### src/rtl/adc_sample_fifo_if.sv
// ---------------------------------------------------------------------------
// adc_sample_fifo_if
// Data-bus bundle between the core and the ADC sample FIFO.
//   sel         : address-decode select for the block
//   addr        : byte address (block decodes addr[3:2])
//   wdata       : write data from the core
//   mem_rw      : 1 = write, 0 = read
//   mem_wstrobe : byte enables for writes
//   rdata       : registered read data back to the core
//   irq         : level interrupt to the core
// master = core side, slave = adc_sample_fifo side.
// ---------------------------------------------------------------------------
interface adc_sample_fifo_if;
    logic        sel;
    logic [31:0] addr;
    logic [31:0] wdata;
    logic        mem_rw;
    logic [3:0]  mem_wstrobe;
    logic [31:0] rdata;
    logic        irq;

    modport master (
        output sel, addr, wdata, mem_rw, mem_wstrobe,
        input  rdata, irq
    );

    modport slave (
        input  sel, addr, wdata, mem_rw, mem_wstrobe,
        output rdata, irq
    );
endinterface

### src/rtl/adc_sample_fifo.sv
// ---------------------------------------------------------------------------
// adc_sample_fifo
// Memory-mapped ADC capture block. Samples adc_in every (divider+1) cycles
// while enabled and buffers the samples in a DEPTH-entry FIFO that the core
// drains through DATA reads. irq is high while count >= IRQ_LEVEL.
//
// Ports:
//   clk     : system clock, rising edge
//   nreset  : asynchronous active-low reset
//   adc_in  : 32-bit raw sample, synchronous to clk
//   bus     : adc_sample_fifo_if.slave (sel/addr/wdata/mem_rw/mem_wstrobe
//             in, rdata/irq out)
//
// Register map (addr[3:2]):
//   0 DATA   RO  FIFO head, read pops
//   1 STATUS RO  [0] empty, [1] full, [2] overflow (sticky), [15:8] count
//   2 CTRL   RW  [0] enable, [31:16] divider
//   3 CLEAR  WO  bit0 = 1 (byte 0 strobed) flushes FIFO, overflow, tick count
//
// Optional feature: define ADC_SAMPLE_AVG_EN to push the truncated mean of
// every four ticks instead of each raw tick.
// ---------------------------------------------------------------------------
module adc_sample_fifo #(
    parameter int DEPTH     = 8,
    parameter int IRQ_LEVEL = 4
) (
    input  logic               clk,
    input  logic               nreset,
    input  logic [31:0]        adc_in,
    adc_sample_fifo_if.slave   bus
);
    localparam int AW = $clog2(DEPTH);
    localparam int CW = AW + 1;

    logic [31:0]   mem [DEPTH];
    logic [AW-1:0] rd_ptr_q, rd_ptr_d, wr_ptr_q, wr_ptr_d;
    logic [CW-1:0] count_q, count_d;
    logic          ovf_q, ovf_d;
    logic          en_q, en_d;
    logic [15:0]   div_q, div_d;
    logic [15:0]   tick_q, tick_d;
    logic [31:0]   rdata_q, rdata_d;
    logic          irq_q, irq_d;

    logic          rd, wr, data_rd, ctrl_wr, clr;
    logic [1:0]    idx;
    logic          full, empty, fire, pop, push, push_ok, ovf_set;
    logic [31:0]   push_data, status, count_ext;

    // addr/wdata bits outside the decoded fields are intentionally ignored
    logic unused_bits;
    assign unused_bits = ^{bus.addr[31:4], bus.addr[1:0], bus.wdata[15:1]};

`ifdef ADC_SAMPLE_AVG_EN
    logic [33:0] acc_q, acc_d, acc_sum;
    logic [1:0]  phase_q, phase_d;
    logic        unused_avg;
    assign unused_avg = ^acc_sum[1:0];
`endif

    always_comb begin
        rd      = bus.sel && !bus.mem_rw;
        wr      = bus.sel &&  bus.mem_rw;
        idx     = bus.addr[3:2];
        data_rd = rd && (idx == 2'd0);
        ctrl_wr = wr && (idx == 2'd2);
        clr     = wr && (idx == 2'd3) && bus.mem_wstrobe[0] && bus.wdata[0];

        full  = (count_q == CW'(DEPTH));
        empty = (count_q == '0);
        fire  = en_q && (tick_q == div_q);
        // a read on an empty FIFO returns 0 and leaves the pointers alone,
        // even if a sample lands on the same edge
        pop   = data_rd && !empty;

`ifdef ADC_SAMPLE_AVG_EN
        acc_sum   = acc_q + {2'b00, adc_in};
        push      = fire && (phase_q == 2'd3);
        push_data = acc_sum[33:2];
        acc_d     = acc_q;
        phase_d   = phase_q;
        if (clr || !en_q) begin
            acc_d   = '0;
            phase_d = '0;
        end else if (fire) begin
            acc_d   = (phase_q == 2'd3) ? '0 : acc_sum;
            phase_d = phase_q + 2'd1;
        end
`else
        push      = fire;
        push_data = adc_in;
`endif

        // full + pop on the same edge frees the slot the push needs
        push_ok = push && (!full || pop) && !clr;
        ovf_set = push && full && !pop && !clr;

        rd_ptr_d = rd_ptr_q;
        wr_ptr_d = wr_ptr_q;
        count_d  = count_q;
        if (clr) begin
            rd_ptr_d = '0;
            wr_ptr_d = '0;
            count_d  = '0;
        end else begin
            if (push_ok) wr_ptr_d = wr_ptr_q + AW'(1);
            if (pop)     rd_ptr_d = rd_ptr_q + AW'(1);
            case ({push_ok, pop})
                2'b10:   count_d = count_q + CW'(1);
                2'b01:   count_d = count_q - CW'(1);
                default: count_d = count_q;
            endcase
        end
        ovf_d = clr ? 1'b0 : (ovf_q || ovf_set);

        tick_d = tick_q + 16'd1;
        if (clr || !en_q || fire ||
            (ctrl_wr && (bus.mem_wstrobe[2] || bus.mem_wstrobe[3])))
            tick_d = '0;

        en_d  = en_q;
        div_d = div_q;
        if (ctrl_wr) begin
            if (bus.mem_wstrobe[0]) en_d        = bus.wdata[0];
            if (bus.mem_wstrobe[2]) div_d[7:0]  = bus.wdata[23:16];
            if (bus.mem_wstrobe[3]) div_d[15:8] = bus.wdata[31:24];
        end

        count_ext    = 32'(count_q);
        status       = '0;
        status[0]    = empty;
        status[1]    = full;
        status[2]    = ovf_q;
        status[15:8] = count_ext[7:0];

        rdata_d = rdata_q;
        if (rd) begin
            case (idx)
                2'd0:    rdata_d = pop ? mem[rd_ptr_q] : '0;
                2'd1:    rdata_d = status;
                2'd2:    rdata_d = {div_q, 15'd0, en_q};
                default: rdata_d = '0;
            endcase
        end

        irq_d = (int'(count_d) >= IRQ_LEVEL);
    end

    always_ff @(posedge clk or negedge nreset) begin
        if (!nreset) begin
            rd_ptr_q <= '0;
            wr_ptr_q <= '0;
            count_q  <= '0;
            ovf_q    <= 1'b0;
            en_q     <= 1'b0;
            div_q    <= '0;
            tick_q   <= '0;
            rdata_q  <= '0;
            irq_q    <= 1'b0;
`ifdef ADC_SAMPLE_AVG_EN
            acc_q    <= '0;
            phase_q  <= '0;
`endif
        end else begin
            rd_ptr_q <= rd_ptr_d;
            wr_ptr_q <= wr_ptr_d;
            count_q  <= count_d;
            ovf_q    <= ovf_d;
            en_q     <= en_d;
            div_q    <= div_d;
            tick_q   <= tick_d;
            rdata_q  <= rdata_d;
            irq_q    <= irq_d;
`ifdef ADC_SAMPLE_AVG_EN
            acc_q    <= acc_d;
            phase_q  <= phase_d;
`endif
        end
    end

    // storage needs no reset; contents are only visible through count
    always_ff @(posedge clk) begin
        if (push_ok) mem[wr_ptr_q] <= push_data;
    end

    assign bus.rdata = rdata_q;
    assign bus.irq   = irq_q;
endmodule
### src/flat_wrapper.sv
// flat-port wrapper written by rule: the top's interface ports become plain ports
module adc_sample_fifo_flat 
#(
    parameter int DEPTH     = 8,
    parameter int IRQ_LEVEL = 4
)
  (clk, nreset, adc_in, bus_sel, bus_addr, bus_wdata, bus_mem_rw, bus_mem_wstrobe, bus_rdata, bus_irq);
  adc_sample_fifo_if bus_i ();
  input  logic clk;
  input  logic nreset;
  input  logic [31:0] adc_in;
  input wire logic [$bits(bus_i.sel)-1:0] bus_sel;
  input wire logic [$bits(bus_i.addr)-1:0] bus_addr;
  input wire logic [$bits(bus_i.wdata)-1:0] bus_wdata;
  input wire logic [$bits(bus_i.mem_rw)-1:0] bus_mem_rw;
  input wire logic [$bits(bus_i.mem_wstrobe)-1:0] bus_mem_wstrobe;
  output wire logic [$bits(bus_i.rdata)-1:0] bus_rdata;
  output wire logic [$bits(bus_i.irq)-1:0] bus_irq;
  assign bus_i.sel = bus_sel;
  assign bus_i.addr = bus_addr;
  assign bus_i.wdata = bus_wdata;
  assign bus_i.mem_rw = bus_mem_rw;
  assign bus_i.mem_wstrobe = bus_mem_wstrobe;
  assign bus_rdata = bus_i.rdata;
  assign bus_irq = bus_i.irq;
  adc_sample_fifo #(.DEPTH(DEPTH), .IRQ_LEVEL(IRQ_LEVEL)) u_core (.clk(clk), .nreset(nreset), .adc_in(adc_in), .bus(bus_i));
endmodule
### config.mk
export PLATFORM = sky130hd
export DESIGN_NAME = adc_sample_fifo_flat
export DESIGN_NICKNAME = d
export VERILOG_FILES = /design/src/rtl/adc_sample_fifo_if.sv /design/src/rtl/adc_sample_fifo.sv /design/src/flat_wrapper.sv
export SDC_FILE = /design/constraint.sdc
export NUM_CORES = 1
export LEC_CHECK = 0
export BUFFER_PORTS_ARGS = -buffer_cell sky130_fd_sc_hd__buf_2
export CAP_MARGIN = 20
export CORE_MARGIN = 1
export CORE_UTILIZATION = 50
export DETAILED_ROUTE_END_ITERATION = 10
export HOLD_SLACK_MARGIN = 0.05
export PLACE_DENSITY = 0.75
export SLEW_MARGIN = 20
export SYNTH_ARGS = -nofsm -noshare
export SYNTH_HDL_FRONTEND = slang
export SYNTH_SLANG_ARGS = --single-unit
### constraint.sdc
create_clock -name clk -period 10.1 [get_ports clk]
set_input_delay 2.525 -clock clk [delete_from_list [all_inputs] [get_ports clk]]
set_output_delay 2.525 -clock clk [all_outputs]
set_load 0.005 [all_outputs]
Word-level counts from Yosys, hierarchy flattened
Memory sizes are Yosys's and may differ from the RTL's.
Cells that the tools add are included.
{ "op_classes": {"order_cmp": 1, "n_mux": 12, "reduce_logical": 34, "eq_ne": 7, "add_sub_neg": 5} }
{ "ops": {"columns": ["operator", "n"], "rows": [
  ["32-bit one-hot mux with 3 select lines", 1],
  ["32-bit two-way mux", 1],
  ["16-bit by 1-bit adder with 16-bit output (second input constant)", 1],
  ["16-bit == test", 1],
  ["16-bit two-way mux", 1],
  ["1-bit logical AND", 15],
  ["3-bit two-way mux", 4],
  ["4-bit one-hot mux with 2 select lines", 1],
  ["3-bit by 1-bit adder with 3-bit output (second input constant)", 2],
  ["2-bit == test (second input constant)", 3],
  ["1-bit logical NOT", 6],
  ["1-bit logical OR", 6],
  ["2-bit AND reduction", 3],
  ["4-bit by 1-bit adder with 4-bit output (second input constant)", 1],
  ["2-bit by 1-bit == test with 1-bit output (second input constant)", 2],
  ["4-bit == test (second input constant)", 1],
  ["4-bit by 3-bit greater-or-equal comparator with 1-bit output (second input constant)", 1],
  ["4-bit logical NOT", 1],
  ["4-bit two-way mux", 1],
  ["2-bit nonzero test", 2],
  ["4-bit by 1-bit subtractor with 4-bit output (second input constant)", 1],
  ["1-bit two-way mux", 3],
  ["2-bit logical NOT", 1]
]} }
{ "word_totals": {"ramBits": 256, "elab_cells": 70, "output_inout_bits": 33, "register_bits": 77, "n_memories": 1, "inputBits": 104} }
{ "mem_list": {"columns": ["name", "words", "word_bits", "read_ports", "rd_ports_with_merged_regs", "wr", "line", "rtl"], "rows": [
  ["u_core.mem", 8, 32, 1, 0, 1, "adc_sample_fifo.sv:35", "logic [31:0] mem [DEPTH];"]
]} }

Depth between registers and ports, before layout
{ "depth": {"depth_word": 11, "depth_mapped": 13} }

Worst setup path before layout
No wires, ideal clock.
{ "synth_timing": {"path_type": "input -> register", "start": "input port bus_mem_rw", "end": "memory u_core.mem[4][0] (enable)", "path_buffers": 0, "stages": 5, "slack_ns": 4.017, "required_time_ns": 9.639, "arrival_ns": 5.622, "cell_sequence": "nand2b_1 o311ai_1 and3_1 nand4_1 nor3_1"} }
{ "synth_via": {"elab_chain_len": 9, "word_cells_on_any_way": 14} }
{ "synth_rtl": {"columns": ["element", "line", "rtl"], "rows": [
  ["start, declared", "flat_wrapper.sv:15", "input wire logic [$bits(bus_i.mem_rw)-1:0] bus_mem_rw;"],
  ["1-bit logical NOT", "adc_sample_fifo.sv:62", "rd = bus.sel && !bus.mem_rw;"],
  ["1-bit logical AND", "adc_sample_fifo.sv:62", null],
  ["1-bit logical AND", "adc_sample_fifo.sv:65", "data_rd = rd && (idx == 2'd0);"],
  ["1-bit logical AND", "adc_sample_fifo.sv:74", "pop = data_rd && !empty;"],
  ["1-bit logical OR", "adc_sample_fifo.sv:95", "push_ok = push && (!full || pop) && !clr;"],
  ["1-bit logical AND", "adc_sample_fifo.sv:95", null],
  ["1-bit logical AND (*)", "adc_sample_fifo.sv:95", null],
  ["1-bit two-way mux (*)", "adc_sample_fifo.sv:183", "if (push_ok) mem[wr_ptr_q] <= push_data;"],
  ["1-bit two-way mux (not written as such) (*)", "adc_sample_fifo.sv:183", null],
  ["end, declared", "adc_sample_fifo.sv:35", null]
]} }
Every way passes the cells marked *; elsewhere a longest branch is shown, timed or not.

Worst setup path after layout
{ "layout_timing": {"start": "input port bus_mem_rw", "end": "memory u_core.mem[0][21] (enable)"} }
The elaborated chain is that of the path after synthesis.

==> flow_summary.yaml <==
worst_setup_path:
  cp.required_ns: 10.25
  start_kind: "input port"
  critPathMaxFanout: 39
  rr_startpoint: "u_core.div_q[8]"
  startpoint: "bus_mem_rw"
  critical_path_class: "in2reg"
  crit_buf_inv: 2
  crit_chain: "buf_2 > nand2b_2 > o311ai_1 > nand3_1 > or4_4 > nor3_4 > buf_4"
  slowest_stage: "o311ai_1"
  reg2reg_slack_ns: 6.33
  cp_data_arrival_time_ns: 6.05
  end_kind: "flip-flop"
  cp_slowest_stage_delay_ns: 0.71
  rr_worst_depth: 6
  reg2reg_to: "u_core.mem[0][21]"
  critPathTopFamily: "simple AND/OR/NAND/NOR gates"
pwr:
  peakVddDrop_uv: 164
  p_total_w: 0.00348
  power_density_mw_per_mm2: 230
  p_leak_nw: 5.26
synthesis:
  seq_area_frac_synth: 0.735
  synthFlopType: "edfxtp_1"
  syn_inst: 707
  async_flop_share: 0.231
  syn_avg_cell_area_um2: 18.5
  yosysTopAreaCell: "edfxtp_1"
  ys_ff_latch: 333
  synth_top_area_frac: 0.588
  ys_top_cells_by_area: "edfxtp_1 59%, dfrtp_1 15%, mux4_2 11%, mux2i_1 2.5%, mux2_2 1.5%"
  syn-num-nets: 817
  synth_cell_types: 41
  yosysWarnings: 0
  synth_area_mm2: 0.0131
  synth_edf_count: 256
finish:
  n_fill_cell: 1896
  stdcell_count: 1170
  syn_to_final_growth_pct: 15.3
  utilization: 0.594
  seqCellArea_mm2: 0.00962
  drive_gt1_frac: 0.296
  multi_input_area_mm2: 0.00338
  finalNetCount: 925
status:
  status: "complete, no violations"
sta:
  period_share: 0.584
  setup_violations: 0
  maxSlewViolCount: 0
  hold_viol: 0
  finalCriticalPeriod_ns: 5.90
  tns_ns: 0
  clock-skew-final_ns: 0.0217
  finalHoldWorstSlack_ns: 0.488
  rsz0062_at_grt: "false"
  max_slew_margin: 0.337
  fmax_mhz: 170
  worst_pin_slew_ns: 0.995
detailed_routing:
  wirelength_mm: 26.7
  drt_iter0_markers: 589
  drc: 0
  vias_per_cell: 5.81
  routedWlPerCell_um: 22.8
  vias: 6802
  first_pass_iters: 4
  antenna_left: 0
placement:
  dp.cells: 1109
  gp_congestion: 0.820
  portBuffers: 90
  hpwlAfterDp_mm: 15.8
global_route:
  track_usage: 0.204
  grt_pass1_wl_mm: 40.0
  grt_pass1_vias: 6982
  antenna_found_initial: 0
  grt_max_degree: 49
  overflow: 0
floorplanning:
  core_mm2: 0.0254
  io_pins: 137
  fp.dieH_um: 164
  dieArea_mm2: 0.0268
  fp-row-count: 58
  die_w_um: 164
  start_util: 0.515
clock_network:
  post-cts-setup-buffers: 0
  cts.sinks: 333
  numCtsBuffers: 34
  clockRootBuffer: "clkbuf_16"
  cts_tree: "done"
  clk_pin_slew_ns: 0.06
  clk_latency_ns: 0.51
  cts_resized: 0
  clk_path_buf_depth: 3
  h-tree-depth: 2
  holdBufCountCts: 0
job:
  drv_cap: 0
min_path:
  min_to: "u_core.bus.rdata[3]"
  hold_class: "reg2reg"
  hp-start: "u_core.bus.rdata[3]"
  holdPathStages: 2
state kept, by name, summed over array words and instances, names as in the netlist:
register and flops:
u_core.mem 256, u_core.bus.rdata 32, u_core.div_q 16, u_core.tick_q 16, u_core.count_q 4, u_core.rd_ptr_q 3, u_core.wr_ptr_q 3, u_core.bus.irq 1
u_core.en_q 1, u_core.ovf_q 1
metal layers:
metal / vias to the layer above / track usage / routed length (µm)
met5: - / 0 / 0
met4: 0 / 0.0602 / 442
met3: 37 / 0.0374 / 1670
met2: 251 / 0.340 / 13400
met1: 3501 / 0.277 / 11200
li1: 3013 / - / -
worst max path at each step:
stage	depth (start not counted)	end	slack, ns
after CTS	7	u_core.mem[4][19]	4.01
after detailed placement	7	u_core.mem[4][21]	3.51
final	7	u_core.mem[0][21]	4.20
after global placement	7	u_core.mem[4][21]	3.60
after floorplan	5	u_core.mem[4][0]	4.02
after global routing	7	u_core.mem[0][19]	4.08
cell usage after synthesis, types with 2 or more instances:
master / instances
edfxtp_1: 256
dfrtp_1: 77
mux4_2: 64
mux2i_1: 33
nor2_1: 33
o21ai_1: 33
nand2_1: 29
a22oi_1: 20
clkbuf_1: 19
xor2_1: 19
mux2_2: 17
xnor2_1: 17
nand3_1: 12
a21oi_1: 9
buf_2: 9
nor3_1: 7
ha_1: 6
buf_1: 5
nand4_1: 5
inv_1: 4
nand2b_1: 4
nor2b_1: 3
nor4_1: 3
or4_1: 3
and3_1: 2
o221ai_1: 2
or3_1: 2
placed cells by master (no fill, tap or decap), types with 2 or more instances in the layout:
cell       Yosys  routed
a22oi_1       20      20
nand3_1       12      12
o21ai_1       33      33
bufinv_16      0       2
buf_2          9      89
clkbuf_1      19      13
buf_4          0      16
dfrtp_2        0       2
nor3_1         7       6
xnor2_1       17      17
clkbuf_16      0      35
nor3_4         0       2
o221ai_1       2       2
nor4_1         3       3
dfrtp_1       77      74
mux2i_1       33      33
edfxtp_1     256     256
nor2_1        33      27
and3_1         2       2
or4_1          3       3
nor2b_1        3       3
nand4_1        5       5
nand2_1       29      29
clkbuf_8       0       3
mux2_2        17      17
or3_1          2       2
nor2_4         0       6
xor2_1        19      19
clkinv_2       0       3
clkinv_8       0       2
inv_1          4       4
a21oi_1        9       9
nand2b_1       4       3
mux4_2        64      64
ha_1           6       6
through the flow:
stage               instance area, µm²  setup slack (ns)
finish                           15100              4.20
global placement                 14000              3.60
detailed placement               14000              3.51
global route                     15100              4.08
floorplan                        13100              4.02
CTS                              15100              4.01
tightest hold or removal path, delay by kind of cell, from the launching register on:
family	cells	cell delay, ns
and+or+nand+nor	1	0.05
AOI/OAI and AO/OA	1	0.06
DFF	1	0.34
cell type report:
cell class              instances  area share
well taps                     330      0.0274
inverters                       5     0.00124
clock inverters                 9     0.00788
repair buffers                105      0.0375
flip-flops and latches        333       0.638
clock buffers                  51      0.0640
diodes                          1    0.000166
multi-input cells             336       0.224
logic make-up (layout without fill, tap and decap cells):
family,after synthesis,in the layout,synth area share
flip-flops,333,333,0.735
other,0,1,0
adder cells (fa/ha/maj),6,6,0.00574
AO/OA/AOI/OAI,71,71,0.0330
XOR/XNOR,36,36,0.0241
multiplexers,114,114,0.150
buffers and inverters,38,170,0.0118
AND/OR/NAND/NOR,109,109,0.0401
where the power goes:
group	internal [W]	switching [W]
Combinational	0.000332	0.000270
Clock	0.000716	0.000491
Sequential	0.00154	0.000129
Total	0.00259	0.000890
Note: power is estimated with default switching activity, not from simulation.
